$ cat src/rtl/dsp_delay_pkg.sv
// Shared definitions for the delay measurement block: FSM encoding,
// counter width helper and the legal DELAY_SHIFT range.
package dsp_delay_pkg;

    typedef enum logic [1:0] {
        ST_IDLE  = 2'd0,
        ST_COUNT = 2'd1,
        ST_DONE  = 2'd2
    } meas_state_e;

    localparam int unsigned RESULT_W        = 16;
    localparam int unsigned DELAY_SHIFT_MIN = 0;
    localparam int unsigned DELAY_SHIFT_MAX = 16;

    // Raw counter needs DELAY_SHIFT extra bits so the shifted result still spans 16 bits.
    function automatic int unsigned calc_cw(input int unsigned delay_shift);
        return RESULT_W + delay_shift;
    endfunction

endpackage

$ cat src/rtl/delay_meas_counter.sv
// Saturating up-counter with synchronous clear. The next-state count and
// saturation flag are exported so the parent can capture them on the same edge.
module delay_meas_counter #(
    parameter int unsigned CW = 16
) (
    input  logic          clk_i,
    input  logic          rst_n_i,
    input  logic          clear_i,
    input  logic          enable_i,
    output logic [CW-1:0] count_next_o,
    output logic          sat_next_o
);

    logic [CW-1:0] count_q;
    logic [CW-1:0] count_d;
    logic          sat_q;
    logic          sat_d;

    // Next count: clear wins over enable; hold at all-ones instead of wrapping.
    always_comb begin
        count_d = count_q;
        sat_d   = sat_q;
        if (clear_i) begin
            count_d = '0;
            sat_d   = 1'b0;
        end else begin
            if (enable_i && !(&count_q)) begin
                count_d = count_q + 1'b1;
            end
            sat_d = sat_q | (&count_d);
        end
    end

    // Count and sticky saturation registers.
    always_ff @(posedge clk_i or negedge rst_n_i) begin
        if (!rst_n_i) begin
            count_q <= '0;
            sat_q   <= 1'b0;
        end else begin
            count_q <= count_d;
            sat_q   <= sat_d;
        end
    end

    assign count_next_o = count_d;
    assign sat_next_o   = sat_d;

endmodule

$ cat src/rtl/dsp_delay_measure.sv
// Measures enabled-cycle interval between a start and a stop event and
// returns it, scaled down by DELAY_SHIFT, over a valid/ready handshake.
//
// state    | meaning
// ---------+------------------------------------------------------------
// ST_IDLE  | waiting for start; counter held clear
// ST_COUNT | counting enabled cycles; stop captures the result
// ST_DONE  | result presented on valid_o until ready_i accepts it
module dsp_delay_measure
    import dsp_delay_pkg::*;
#(
    parameter int unsigned DELAY_SHIFT = 0,
    parameter string       SYNC_EVENTS = "TRUE"
) (
    input  logic                fast_clk_i,
    input  logic                fast_rst_n_i,
    input  logic                count_enable_i,
    input  logic                start_i,
    input  logic                stop_i,
    output logic                busy_o,
    output logic [RESULT_W-1:0] delay_o,
    output logic                overflow_o,
    output logic                valid_o,
    input  logic                ready_i
);

    localparam int unsigned CW = calc_cw(DELAY_SHIFT);

    if (DELAY_SHIFT > DELAY_SHIFT_MAX) begin : g_bad_shift
        $error("dsp_delay_measure: DELAY_SHIFT out of range");
    end

    meas_state_e         state_q, state_d;
    logic                start_ev, stop_ev;
    logic                cnt_clear, cnt_en, capture;
    logic [CW-1:0]       count_next;
    logic                sat_next;
    logic [RESULT_W-1:0] delay_q;
    logic                overflow_q, valid_q, busy_q;

    if (SYNC_EVENTS == "TRUE") begin : g_sync
        logic start_q, stop_q;

        // One register stage on both events keeps the measured interval unchanged.
        always_ff @(posedge fast_clk_i or negedge fast_rst_n_i) begin
            if (!fast_rst_n_i) begin
                start_q <= 1'b0;
                stop_q  <= 1'b0;
            end else begin
                start_q <= start_i;
                stop_q  <= stop_i;
            end
        end

        assign start_ev = start_q;
        assign stop_ev  = stop_q;
    end else begin : g_direct
        assign start_ev = start_i;
        assign stop_ev  = stop_i;
    end

    // State register.
    always_ff @(posedge fast_clk_i or negedge fast_rst_n_i) begin
        if (!fast_rst_n_i) begin
            state_q <= ST_IDLE;
        end else begin
            state_q <= state_d;
        end
    end

    // Next-state logic; events outside their own state are ignored.
    always_comb begin
        state_d = state_q;
        case (state_q)
            ST_IDLE:  if (start_ev) state_d = ST_COUNT;
            ST_COUNT: if (stop_ev)  state_d = ST_DONE;
            ST_DONE:  if (ready_i)  state_d = ST_IDLE;
            default:  state_d = ST_IDLE;
        endcase
    end

    // Counter control: clear while idle so the accept cycle is never counted.
    always_comb begin
        cnt_clear = (state_q == ST_IDLE);
        cnt_en    = (state_q == ST_COUNT) && count_enable_i;
        capture   = (state_q == ST_COUNT) && stop_ev;
    end

    delay_meas_counter #(
        .CW (CW)
    ) u_counter (
        .clk_i        (fast_clk_i),
        .rst_n_i      (fast_rst_n_i),
        .clear_i      (cnt_clear),
        .enable_i     (cnt_en),
        .count_next_o (count_next),
        .sat_next_o   (sat_next)
    );

    // Result and status registers; capture includes the stop-cycle increment.
    always_ff @(posedge fast_clk_i or negedge fast_rst_n_i) begin
        if (!fast_rst_n_i) begin
            delay_q    <= '0;
            overflow_q <= 1'b0;
            valid_q    <= 1'b0;
            busy_q     <= 1'b0;
        end else begin
            if (capture) begin
                delay_q    <= RESULT_W'(count_next >> DELAY_SHIFT);
                overflow_q <= sat_next;
            end
            valid_q <= (state_d == ST_DONE);
            busy_q  <= (state_d != ST_IDLE);
        end
    end

    assign busy_o     = busy_q;
    assign delay_o    = delay_q;
    assign overflow_o = overflow_q;
    assign valid_o    = valid_q;

endmodule

$ cat config.mk
export PLATFORM = sky130hd
export DESIGN_NAME = dsp_delay_measure
export DESIGN_NICKNAME = d
export VERILOG_FILES = /design/src/rtl/dsp_delay_pkg.sv /design/src/rtl/delay_meas_counter.sv /design/src/rtl/dsp_delay_measure.sv
export SDC_FILE = /design/constraint.sdc
export NUM_CORES = 1
export LEC_CHECK = 0
export CAP_MARGIN = 40
export CORE_ASPECT_RATIO = 0.75
export CORE_UTILIZATION = 40
export DETAILED_ROUTE_END_ITERATION = 8
export GPL_TIMING_DRIVEN = 0
export HOLD_SLACK_MARGIN = 0.12
export PLACE_DENSITY = 0.72
export SLEW_MARGIN = 30
export SYNTH_ARGS = -nofsm -noshare
export SYNTH_HDL_FRONTEND = slang
export SYNTH_HIERARCHICAL = 1
export SYNTH_SLANG_ARGS = --single-unit
$ cat constraint.sdc
create_clock -name fast_clk_i -period 3 [get_ports fast_clk_i]
set_input_delay 0.45 -clock fast_clk_i [delete_from_list [all_inputs] [get_ports fast_clk_i]]
set_output_delay 0.45 -clock fast_clk_i [all_outputs]
set_load 0.1 [all_outputs]
**Word level (Yosys, flattened, before mapping)**

Index checks and enable logic that the tools add are counted.

- Add/subtract/negate cells: 1
- Equality and inequality tests: 3
- Multiplexer cells: 8
- Bitwise logic cells: 1
- Reductions and logical operators: 8

Operator list:

| operator | count |
|---|---|
| $mux 16 | 3 |
| $reduce_and 16->1 | 2 |
| $add 16x1->16 const B | 1 |
| $mux 2 | 3 |
| $pmux 2 s3 | 1 |
| $eq 2x2->1 const B | 2 |
| $logic_and 1x1->1 | 3 |
| $eq 2x1->1 const B | 1 |
| $logic_not 2->1 | 1 |
| $reduce_bool 2->1 | 1 |
| $logic_not 1->1 | 1 |
| $mux 1 | 1 |
| $or 1x1->1 | 1 |

- Flip-flop bits (word level): 40
- Output and inout port bits: 19
- Word-level logic and storage cells: 30

**Logic depth before layout (Yosys ltp)**

- Word-level depth: 8
- Mapped depth: 8

**Hierarchy**

The synthesis kept the hierarchy.

By module, submodules not included:

| module | times used | cells an instance | area each (sq um) | sequential area each (sq um) |
|---|---|---|---|---|
| delay_meas_counter | 1 | 111 | 1038.5 | 425.4 |
| dsp_delay_measure | 1 | 53 | 892.1 | 575.6 |

**Least setup slack after synthesis**

Ideal clock, no wire load.

- Kind: register to register
- From: register u_counter.count_q[0]
- To: register overflow_q (netlist: overflow_o)
- Setup time: 0.069 ns
- Arrival: 2.220 ns
- Required time: 2.931 ns
- Setup slack: 0.711 ns
- Stages on the path, launching flop included: 9
- Period minus slack after synthesis: 2.289 ns
- Cell sequence: dfrtp_1 ha_1 nand3_1 nor4_4 nand2b_2 a32oi_1 or4_1 o32ai_2 mux2_2

- Cells in the longest elaborated chain, start to end: 8
- Elaborated cells between the ends (all ways): 9

RTL lines:

| what | line | text |
|---|---|---|
| start: declaration | delay_meas_counter.sv:14 | `logic [CW-1:0] count_q;` |
| start signal: assignment | delay_meas_counter.sv:40 | `count_q <= count_d;` |
| branches (longest 3 deep; another with $add 16x1->16) | - |  |
| $mux 16 (*) | delay_meas_counter.sv:27 | `if (enable_i && !(&count_q)) begin` |
| $mux 16 (*) | delay_meas_counter.sv:23 | `if (clear_i) begin` |
| $reduce_and 16->1 (*) | delay_meas_counter.sv:30 | `sat_d = sat_q \| (&count_d);` |
| $or 1x1->1 (*) | delay_meas_counter.sv:30 |  |
| $mux 1 (*) | delay_meas_counter.sv:23 |  |
| named net sat_next | dsp_delay_measure.sv:37 | `logic sat_next;` |
| end signal: assignment | dsp_delay_measure.sv:110 | `overflow_q <= sat_next;` |
| end: declaration | dsp_delay_measure.sv:39 | `logic overflow_q, valid_q, busy_q;` |

Mark *: on every way through the listed nets, which the timed path passes. The select of a mux whose other input is x is not followed.
A chain may end at the register's enable or synchronous reset.

**Worst setup path after layout**

- From: input port count_enable_i
- To: register overflow_q (netlist: overflow_o)

- Cells in the longest elaborated chain, start to end: 7

RTL lines:

| what | line | text |
|---|---|---|
| start: declaration | dsp_delay_measure.sv:17 | `input logic count_enable_i,` |
| $logic_and 1x1->1 | dsp_delay_measure.sv:85 | `cnt_en = (state_q == ST_COUNT) && count_enable_i;` |
| named net cnt_en | dsp_delay_measure.sv:35 | `logic cnt_clear, cnt_en, capture;` |
| $logic_and 1x1->1 | delay_meas_counter.sv:27 |  |
| $mux 16 | delay_meas_counter.sv:27 |  |
| $mux 16 | delay_meas_counter.sv:23 |  |
| $reduce_and 16->1 | delay_meas_counter.sv:30 |  |
| $or 1x1->1 | delay_meas_counter.sv:30 |  |
| $mux 1 | delay_meas_counter.sv:23 |  |
| named net sat_next | dsp_delay_measure.sv:37 |  |

The timed path passes the listed nets, and every way through them passes these cells. The select of a mux whose other input is x is not followed.

==> results.yml <==
yosys:
  ys_seq_area_share_pct: 51.8
  synth_flop_cell: "dfrtp_1"
  synth_nets: 171
  syn_avg_cell_area_um2: 11.8
  synth_xor_area_share_pct: 3.18
  synth_top_family_by_area: "simple AND/OR/NAND/NOR gates"
  ys_types: 46
  syn_area_um2: 1930
  synth_area_leaders: "dfrtp_1 (52%), mux2_4 (6.2%), mux2_2 (5.2%)"
  muxShareOfSynthArea_pct: 12.6
  synth_top_area_cell: "dfrtp_1"
  synth_compound_area_share_pct: 7.00
  synthAdderAreaFrac_pct: 0.648
  synth_top_area_share_pct: 51.8
  netlist_instances: 164
  ys_ff_latch: 40
  synth-simple-area-share_pct: 20.8
  synthArstFlopShare_pct: 100
  yosysWarnings: 6
  synth_edf_count: 0
route:
  postRouteAntennaNets: 0
  route.vias.total: 1399
  dr.pass1.iters: 4
  wl_per_cell_um: 13.2
  vias_per_cell: 5.12
  post-route-drc-count: 0
  detail_route.iter0.violations: 124
  drt_wl_total_um: 3600
clocking:
  htreeDepth: 2
  cts_buffer_depth: 2
  ctsResizeCount: 0
  clkLatencyLatePin_ps: 280
  cts_tree: "built"
  clk_pin_slew_ps: 70
  cts_sinks: 40
  cts_root_buffer: "clkbuf_8"
  cts-buffers-inserted: 5
power:
  comb_power_share_pct: 30.2
  switching_share_pct: 31.1
  leakagePower_nw: 1.25
  p_sw_w: 0.000494
  ir_worst_vdd_mv: 0.405
  p_clk_share_pct: 31.7
  power_w: 0.00159
  power_per_cell_area_nw_per_um2: 592
  seqPwrFrac_pct: 38.1
  internal_power_w: 0.00109
final_layout:
  syn_to_final_growth_pct: 38.9
  fin_nets: 223
  layout_common_cells: "dfrtp_1 (40), clkdlybuf4s50_1 (23), nor2_1 (20)"
  drive_gt1_share_pct: 28.7
  design_area_um2: 2680
  n_fill_cell: 357
  n_antenna_cell: 0
  layout_commonest_cell: "dfrtp_1"
worst_setup_path:
  cpMaxStageDelayCell: "clkdlybuf4s50_1"
  crit_arrival_ps: 2920
  critPathLaunchType: "input pin"
  max_stage_delay_ps: 460
  critPathCaptureType: "flip-flop"
  criticalPathCategory: "in -> reg"
  cp_max_fo: 7
  crit_chain: "clkdlybuf4s50_1, and3b_1, nand4_1, nor2_1, a41o_2, nand3_1, or4_1, o32ai_2, mux2_2"
  worstPathRequired_ps: 3230
global_route:
  grt_max_degree: 26
  grt_usage_pct: 16.5
  grt_pass1_vias: 1316
  grt_pass1_wl_um: 6380
  grt_overflow: 0
  grt_antenna_before_repair: 0
timing:
  hold_slack_ps: 510
  finalClockSkew_ps: 4.06
  finalSetupTns_ps: 0
  slew_headroom_pct: 66.3
  timing.fmax_mhz: 372
  setup_viol: 0
  rsz0062_at_grt: "no"
  finalCriticalPeriod_ps: 2690
  finalHoldViolCount: 0
  slew_viol_final: 0
  fin_crit_sh_pct: 89.7
  worst_pin_slew_ps: 505
floorplan:
  coreArea_um2: 4550
  die_width_um: 82.2
  start_util_pct: 42.5
  std_cell_rows: 21
  die-height_um: 62.2
  die_area_um2: 5110
  design.portCount: 25
worst_hold_path:
  hold_class: "reg -> reg"
placed_design:
  place_area_um2: 2540
  io_buffer_count: 24
  globalplace.congestion: 0.881
  dp_hpwl_um: 2610
job:
  maxCapViolations: 0
outcome:
  outcome: "complete, no violations"
synth_stat cells (3+ instances only):
cell     instances
o21ai_0          7
nand2_1         10
nand4_1          5
mux2_4           8
nor2_1          20
nand3_1          4
mux2_2           9
dfrtp_1         40
a21oi_1          4
a31oi_1          3
xnor2_1          3
xor2_1           4
nor3_1           6
inv_1            5
critical path, delay by kind of cell:
kind / cells / cell delay, ps
buffers and inverters: 1 / 460
AOI/OAI and AO/OA: 2 / 500
and+or+nand+nor: 5 / 1320
muxes: 1 / 190
repair_timing:
action	4_1_cts	5_1_grt
hold endpoints to repair	15	0
setup buffers	0	0
hold buffers	1	0
cells by family (layout without fill, tap and decap cells):
group                      after synthesis  after routing
AOI/OAI and AO/OA                       20             20
xor gates and xnor gates                 7              7
adders and majority gates                1              1
buffers and inverters                   11             63
DFF                                     40             40
muxes                                   19             19
and+or+nand+nor                         66             66
registers in the layout, indices dropped and copies added (netlist names):
register,cells
busy_o,1
g_sync.start_q,1
overflow_o,1
u_counter/count_q,16
u_counter/sat_q,1
valid_o,1
delay_o,16
state_q,2
g_sync.stop_q,1
metal layers:
layer / share of wire, % / GRT usage, % / vias to the layer above
met1: 52 / 25.8 / 663
li1: - / - / 694
met3: 5.4 / 4.85 / 4
met5: 0 / 0 / -
met4: 0.75 / 4.61 / 0
met2: 42 / 21.9 / 38
path summary, 6_finish.rpt:
check                                                from                       end  slack, ps  depth (start not counted)
hold reg to reg                   delay_o[14]$_DFFE_PN0P_   delay_o[14]$_DFFE_PN0P_        510                          1
setup reg to reg           u_counter/count_q[0]$_DFF_PN0_    overflow_o$_DFFE_PN0P_        390                          8
setup / recovery                           count_enable_i    overflow_o$_DFFE_PN0P_        310                          9
max in group asynchronous                    fast_rst_n_i  g_sync.start_q$_DFF_PN0_       1940                          3
min in group asynchronous                    fast_rst_n_i    delay_o[0]$_DFFE_PN0P_        610                          2
hold / removal                    delay_o[14]$_DFFE_PN0P_   delay_o[14]$_DFFE_PN0P_        510                          1
stage by stage:
step | util, % | instances | setup WS (ps)
after detailed placement | 55.9 | 265 | 22.4
after global routing | 59.0 | 273 | 165
final | 59.0 | 273 | 310
after CTS | 59.0 | 273 | 312
after global placement | 49.3 | 245 | 2.42
after floorplan | - | 164 | 711
area by class of cell:
type                    count  area, µm²  share of cell area (%)
flip-flops and latches     40       1000                    37.3
multi-input cells         113        853                    31.8
repair buffers             45        551                    20.5
well taps                  57       71.3                    2.66
clock buffers               5       68.8                    2.57
clock inverters             2       60.1                    2.24
plain buffers               6       57.6                    2.15
inverters                   5       18.8                   0.700
power groups by stage:
stage	Sequential (W)	Combinational, W	Clock (W)
floorplan	0.000741	0.000192	0
global placement	0.000614	0.000416	0
detailed placement	0.000615	0.000483	0
CTS	0.000605	0.000485	0.000518
global route	0.000613	0.000510	0.000544
finish	0.000605	0.000480	0.000503
Note: power is estimated with default switching activity, not from simulation.
